## config.mk

```make
export PLATFORM = sky130hd
export DESIGN_NAME = ctrl_pipeline
export DESIGN_NICKNAME = d
export VERILOG_FILES = /design/src/rtl/ctrl_pipeline_pkg.sv /design/src/rtl/ctrl_pipeline_hazard_unit.sv /design/src/rtl/ctrl_pipeline.sv
export SDC_FILE = /design/constraint.sdc
export NUM_CORES = 1
export LEC_CHECK = 0
export CAP_MARGIN = 15
export CORE_ASPECT_RATIO = 1.25
export CORE_MARGIN = 2
export CORE_UTILIZATION = 42
export DETAILED_ROUTE_END_ITERATION = 6
export PLACE_DENSITY = 0.9
export SYNTH_ARGS = -nofsm -noshare
export SYNTH_HDL_FRONTEND = slang
export SYNTH_SLANG_ARGS = --single-unit
```

## constraint.sdc

```tcl
create_clock -name clk -period 5.45 [get_ports clk]
set_input_delay 1.09 -clock clk [delete_from_list [all_inputs] [get_ports clk]]
set_output_delay 1.09 -clock clk [all_outputs]
set_load 0.05 [all_outputs]
```

## src/rtl/ctrl_pipeline_pkg.sv

```systemverilog
// Shared controller constants and stage bundles for ctrl_pipeline.
// CTRL_FWD_EN selects forwarding; otherwise RAW hazards stall.
package ctrl_pipeline_pkg;

    localparam int CB_ALUSRC   = 0;
    localparam int CB_REGDST   = 1;
    localparam int CB_REGWRITE = 2;
    localparam int CB_WRITEMEM = 3;
    localparam int CB_READMEM  = 4;
    localparam int CB_MEMTOREG = 5;
    localparam int CB_SHIFT    = 6;

    localparam int MB_REGWRITE = 0;
    localparam int MB_WRITEMEM = 1;
    localparam int MB_READMEM  = 2;
    localparam int MB_MEMTOREG = 3;

    localparam int WB_REGWRITE = 0;
    localparam int WB_MEMTOREG = 1;

    localparam logic [3:0] ALU_AND = 4'b0000;
    localparam logic [3:0] ALU_OR  = 4'b0001;
    localparam logic [3:0] ALU_ADD = 4'b0010;
    localparam logic [3:0] ALU_SUB = 4'b0110;
    localparam logic [3:0] ALU_SLT = 4'b0111;
    localparam logic [3:0] ALU_NOR = 4'b1100;
    localparam logic [3:0] ALU_NOP = 4'b1111;

    localparam logic [1:0] FWD_RF  = 2'b00;
    localparam logic [1:0] FWD_WB  = 2'b01;
    localparam logic [1:0] FWD_MEM = 2'b10;

    typedef struct packed {
        logic [3:0] aluop;
        logic [6:0] ctrl;
        logic [4:0] dest;
    } id_ex_t;

    typedef struct packed {
        logic [3:0] ctrl;
        logic [4:0] dest;
    } ex_mem_t;

    typedef struct packed {
        logic [1:0] ctrl;
        logic [4:0] dest;
    } mem_wb_t;

    localparam id_ex_t EX_BUBBLE = '{aluop: ALU_NOP, ctrl: 7'd0, dest: 5'd0};

    // $0 is hardwired, so it never matches anything
    function automatic logic reg_hit(input logic [4:0] dst,
                                     input logic [4:0] src);
        return (dst != 5'd0) && (dst == src);
    endfunction

endpackage

```

## src/rtl/ctrl_pipeline_hazard_unit.sv

```systemverilog
// Hazard detection and operand-forward selection for ctrl_pipeline.
// CTRL_FWD_EN: forward from MEM/WB, stall only on load-use.
module hazard_unit
    import ctrl_pipeline_pkg::*;
(
    input  logic       i_id_valid,
    input  logic       i_flush,
    input  logic [4:0] i_id_rs,
    input  logic [4:0] i_id_rt,
    input  logic [4:0] i_ex_dest,
    input  logic       i_mem_regwrite,
    input  logic [4:0] i_mem_dest,
    output logic       o_stall
`ifdef CTRL_FWD_EN
    ,
    input  logic       i_ex_readmem,
    input  logic [4:0] i_ex_rs,
    input  logic [4:0] i_ex_rt,
    input  logic       i_wb_regwrite,
    input  logic [4:0] i_wb_dest,
    output logic [1:0] o_fwd_a,
    output logic [1:0] o_fwd_b
`else
    ,
    input  logic       i_ex_regwrite
`endif
);

    logic w_raw;

`ifdef CTRL_FWD_EN
    function automatic logic [1:0] fwd_sel(input logic [4:0] src,
                                           input logic       mem_rw,
                                           input logic [4:0] mem_dst,
                                           input logic       wb_rw,
                                           input logic [4:0] wb_dst);
        if (mem_rw && reg_hit(mem_dst, src))
            return FWD_MEM;
        else if (wb_rw && reg_hit(wb_dst, src))
            return FWD_WB;
        return FWD_RF;
    endfunction

    always_comb begin
        w_raw = i_id_valid && i_ex_readmem &&
                (reg_hit(i_ex_dest, i_id_rs) || reg_hit(i_ex_dest, i_id_rt));
        o_fwd_a = fwd_sel(i_ex_rs, i_mem_regwrite, i_mem_dest,
                          i_wb_regwrite, i_wb_dest);
        o_fwd_b = fwd_sel(i_ex_rt, i_mem_regwrite, i_mem_dest,
                          i_wb_regwrite, i_wb_dest);
    end
`else
    logic w_ex_hit;
    logic w_mem_hit;

    always_comb begin
        w_ex_hit  = i_ex_regwrite &&
                    (reg_hit(i_ex_dest, i_id_rs) || reg_hit(i_ex_dest, i_id_rt));
        w_mem_hit = i_mem_regwrite &&
                    (reg_hit(i_mem_dest, i_id_rs) || reg_hit(i_mem_dest, i_id_rt));
        w_raw     = i_id_valid && (w_ex_hit || w_mem_hit);
    end
`endif

    // a taken branch kills the ID instruction, so there is nothing to hold
    assign o_stall = w_raw && !i_flush;

endmodule

```

## src/rtl/ctrl_pipeline.sv

```systemverilog
// EX/MEM/WB control registers with hazard stall and optional forwarding.
// CTRL_FWD_EN adds fwd_a/fwd_b and relaxes stalls to load-use only.
module ctrl_pipeline
    import ctrl_pipeline_pkg::*;
(
    input  logic       clk,
    input  logic       rst_n,
    input  logic       id_valid,
    input  logic [3:0] id_aluop,
    input  logic [6:0] id_ctrl,
    input  logic [4:0] id_rs,
    input  logic [4:0] id_rt,
    input  logic [4:0] id_rd,
    input  logic       flush,
    output logic       stall,
    output logic [3:0] ex_aluop,
    output logic [6:0] ex_ctrl,
    output logic [4:0] ex_dest,
    output logic [3:0] mem_ctrl,
    output logic [4:0] mem_dest,
    output logic [1:0] wb_ctrl,
    output logic [4:0] wb_dest
`ifdef CTRL_FWD_EN
    ,
    output logic [1:0] fwd_a,
    output logic [1:0] fwd_b
`endif
);

    id_ex_t  r_ex;
    ex_mem_t r_mem;
    mem_wb_t r_wb;
    id_ex_t  w_ex_next;
    logic    w_stall;
    logic    w_take;

    assign w_take = id_valid && !w_stall && !flush;

    always_comb begin
        w_ex_next = EX_BUBBLE;
        if (w_take) begin
            w_ex_next.aluop = id_aluop;
            w_ex_next.ctrl  = id_ctrl;
            w_ex_next.dest  = id_ctrl[CB_REGDST] ? id_rd : id_rt;
        end
    end

    // MEM/WB always advance; a stall only bubbles EX
    always_ff @(posedge clk or negedge rst_n) begin
        if (!rst_n) begin
            r_ex  <= EX_BUBBLE;
            r_mem <= '0;
            r_wb  <= '0;
        end else begin
            r_ex       <= w_ex_next;
            r_mem.ctrl <= {r_ex.ctrl[CB_MEMTOREG], r_ex.ctrl[CB_READMEM],
                           r_ex.ctrl[CB_WRITEMEM], r_ex.ctrl[CB_REGWRITE]};
            r_mem.dest <= r_ex.dest;
            r_wb.ctrl  <= {r_mem.ctrl[MB_MEMTOREG], r_mem.ctrl[MB_REGWRITE]};
            r_wb.dest  <= r_mem.dest;
        end
    end

`ifdef CTRL_FWD_EN
    logic [4:0] r_ex_rs;
    logic [4:0] r_ex_rt;

    always_ff @(posedge clk or negedge rst_n) begin
        if (!rst_n) begin
            r_ex_rs <= 5'd0;
            r_ex_rt <= 5'd0;
        end else begin
            r_ex_rs <= w_take ? id_rs : 5'd0;
            r_ex_rt <= w_take ? id_rt : 5'd0;
        end
    end
`endif

    hazard_unit u_hazard (
        .i_id_valid     (id_valid),
        .i_flush        (flush),
        .i_id_rs        (id_rs),
        .i_id_rt        (id_rt),
        .i_ex_dest      (r_ex.dest),
        .i_mem_regwrite (r_mem.ctrl[MB_REGWRITE]),
        .i_mem_dest     (r_mem.dest),
        .o_stall        (w_stall),
`ifdef CTRL_FWD_EN
        .i_ex_readmem   (r_ex.ctrl[CB_READMEM]),
        .i_ex_rs        (r_ex_rs),
        .i_ex_rt        (r_ex_rt),
        .i_wb_regwrite  (r_wb.ctrl[WB_REGWRITE]),
        .i_wb_dest      (r_wb.dest),
        .o_fwd_a        (fwd_a),
        .o_fwd_b        (fwd_b)
`else
        .i_ex_regwrite  (r_ex.ctrl[CB_REGWRITE])
`endif
    );

    assign stall    = w_stall;
    assign ex_aluop = r_ex.aluop;
    assign ex_ctrl  = r_ex.ctrl;
    assign ex_dest  = r_ex.dest;
    assign mem_ctrl = r_mem.ctrl;
    assign mem_dest = r_mem.dest;
    assign wb_ctrl  = r_wb.ctrl;
    assign wb_dest  = r_wb.dest;

endmodule
```

==> metrics.md <==
| Metric | Value |
|---|---|
| Pwr dens | 269.0 mW/mm2 |
| Period minus WS final | 4639 ps |
| Ratio of cells with drive above 1 in the final layout | 16.05% |
| Async set-or-reset flop fraction in the synthesized netlist | 100.0% |
| Worst VDD drop | 0.0002275 V |
| Outcome | complete, no violations |
| Maximum clock rate | 215.5 MHz |
| Initial Util | 43.87% |
| Post-synth top cells | dfrtp_1, xor2_1, and3_1, and3_2, mux2_2 |
| Fin. Hold Viols | 0 |
| Final ANT Viol Nets | 0 |
| EDFF count, synth | 0 |
| Core Footprint | 0.002918 mm2 |
| Setup Skew | 12.24 ps |
| Max clock buf depth | 2 |
| Mapped Nets | 124 |
| Synth area leader | dfrtp_1 |
| Yosys top cell area share | 54.74% |
| ANT cells | 0 |
| Worst hold start | ex_ctrl[5] |
| Worst Hold Slack | 388.4 ps |
| Max-cap violations | 0 |
| Area Overhead vs Synth | 56.79% |
| HP Class | register to register |
| R2R depth | 5 |
| Routability cong. | 0.9784 |
| Post-Syn Area | 0.001280 mm2 |
| Yosys warns | 0 |
| Ys flop type | dfrtp_1 |
| Yosys reg bits | 32 |
| CTS tree | yes |
| Worst reg2reg startpoint | ex_dest[2] |
| Row Count | 22 |
| Routed wire per std cell | 15.58 um |
| Unrepaired setup endpoints after global routing | no |
| Mapped Avg Cell Area | 13.62 um2 |
| Count leader, synth | dfrtp_1 |
| Post-CTS resize count | 0 |
| CP peak stage delay | 790 ps |
| Worst setup margin | 810.5 ps |
| Setup TNS | 0 ps |
| Required time of the critical path | 4360 ps |
| Hold Crit Depth | 0 |
| CTS Buf Count | 5 |
| Worst slew pin tran | 521.4 ps |
| Root Buffer | clkbuf_4 |
| Post-CTS setup buffers | 0 |
| Crit path from | id_rt[0] |
| DIE AREA | 0.003508 mm2 |
| Io pins | 63 |
| IO Port Bufs | 62 |
| Pleak | 0.9350 nW |
| Crit share post-route | 85.13% |
| First-pass GRT wire length | 5.057 mm |
| Initial antenna violation count | 0 |
| Nets | 191 |
| Setup violations, final | 0 |
| DR vias | 970 |
| Syn Inst Count | 94 |
| Worst path cell trace | clkdlybuf4s50_1 > xor2_1 > nor3_1 > a22oi_1 > o22a_2 > and2b_2 > clkdlybuf4s50_1 |
| Most used cell, CP | clkdlybuf4s50_1 |
| Max Slew Vio Count | 0 |
| Skew-Pair Late Insertion Delay | 320 ps |
| Worst-path clk slew | 100 ps |
| CP Class | input port to output pin |
| Initial drt markers | 14 |
| Grt ovf | 0 |
| Synth cell types | 18 |
| CTS H-tree lvls | 2 |
| Sinks on the clock net | 32 |
| Worst Setup End Kind | output pin |
| DRT Pass-1 Iters | 4 |
| DP HPWL | 2.395 mm |
| Die H | 65.72 um |
| Slowest-stage cell, CP | clkdlybuf4s50_1 |
| Hold buffers post-CTS | 0 |
| Maximum fanout along the worst path | 17 |
| Top cells by area, synth | dfrtp_1, xor2_1, dfstp_2 |
| Wirelength, routed | 3.084 mm |
| Sequential fraction of the synthesis area | 62.95% |
| Pre-CTS setup slack | 828.3 ps |
| Routed vias/inst | 4.899 |
| Crit path launch type | input port |
| Vias in the first global route | 1080 |
| Crit path arrival time | 3550 ps |
| Largest net degree at the start of global routing | 33 |
| Total GRT Usage | 20.89% |
| Die Width | 53.38 um |
| Slew headroom | 65.13% |
| Drt drc | 0 |
-- logic make-up (layout without fill, tap and decap cells) --
logic type	Yosys count	in the layout	share of synthesized area (%)
flops	32	32	62.95
simple gates	28	28	13.88
xor+xnor	20	20	13.69
compound gates	5	5	2.737
mux	5	5	4.399
buf+inv	4	72	2.345
-- critical path: cells and delay by family --
family                    cells  cell delay, ps
buffers and inverters         2            1270
and+or+nand+nor               2             500
AOI/OAI and AO/OA             2             480
xor gates and xnor gates      1             190
-- cells in the final DEF, fill, tap and decap left out, types with 2 or more instances in the layout --
master	Yosys	final
o21ai_1	2	2
nor3_1	4	4
xor2_1	20	20
mux2_2	5	5
clkbuf_4	0	5
and3_1	6	6
or4_1	2	2
nor2_1	4	4
clkdlybuf4s50_1	0	62
buf_4	2	2
and3_2	6	6
dfstp_2	4	4
dfrtp_1	28	28
a22oi_1	2	2
nand3b_1	4	4
-- stage by stage --
step	total power, mW	utilization [%]	std cells	cell area (um2)
after global routing	0.5636	68.78	198	2007
after detailed placement	0.3739	66.17	190	1931
after floorplan	0.3183	-	94	1280
after CTS	0.5456	68.78	198	2007
final	0.5399	68.78	198	2007
after global placement	0.3706	66.17	190	1931
-- cell type report --
type | count | area (um2)
multi-input cells | 58 | 444.2
flip-flops and latches | 32 | 805.8
repair buffers | 64 | 635.6
fillers | 227 | 910.9
well taps | 36 | 45.04
clock buffers | 6 | 41.29
clock inverters | 2 | 35.03
-- path summary, 6_finish.rpt --
check,endpoint,slack (ps)
setup / recovery,stall,810
hold / removal,mem_ctrl[3],390
setup reg to reg,ex_ctrl[1],3680
hold reg to reg,mem_ctrl[3],390
max in group asynchronous,ex_aluop[0],3990
min in group asynchronous,ex_ctrl[2],1140
-- registers in the layout, indices dropped and copies added, names as in the netlist --
| name | cells |
|---|---|
| wb_ctrl | 2 |
| mem_dest | 5 |
| mem_ctrl | 4 |
| wb_dest | 5 |
| ex_ctrl | 7 |
| ex_dest | 5 |
| ex_aluop | 4 |
-- per-layer routing --
metal,track usage [%],routed length [um],vias up
met1,21.91,1125,469
met4,15.38,91,0
met5,0,0,-
met2,35.19,1722,42
li1,-,-,451
met3,4.773,145,8
-- where the power goes --
part           total, mW  switching (mW)  internal, mW
combinational      0.112          0.0625        0.0495
clock              0.171          0.0751        0.0961
sequential         0.257         0.00852         0.248
(Power assumes the default switching activity.)
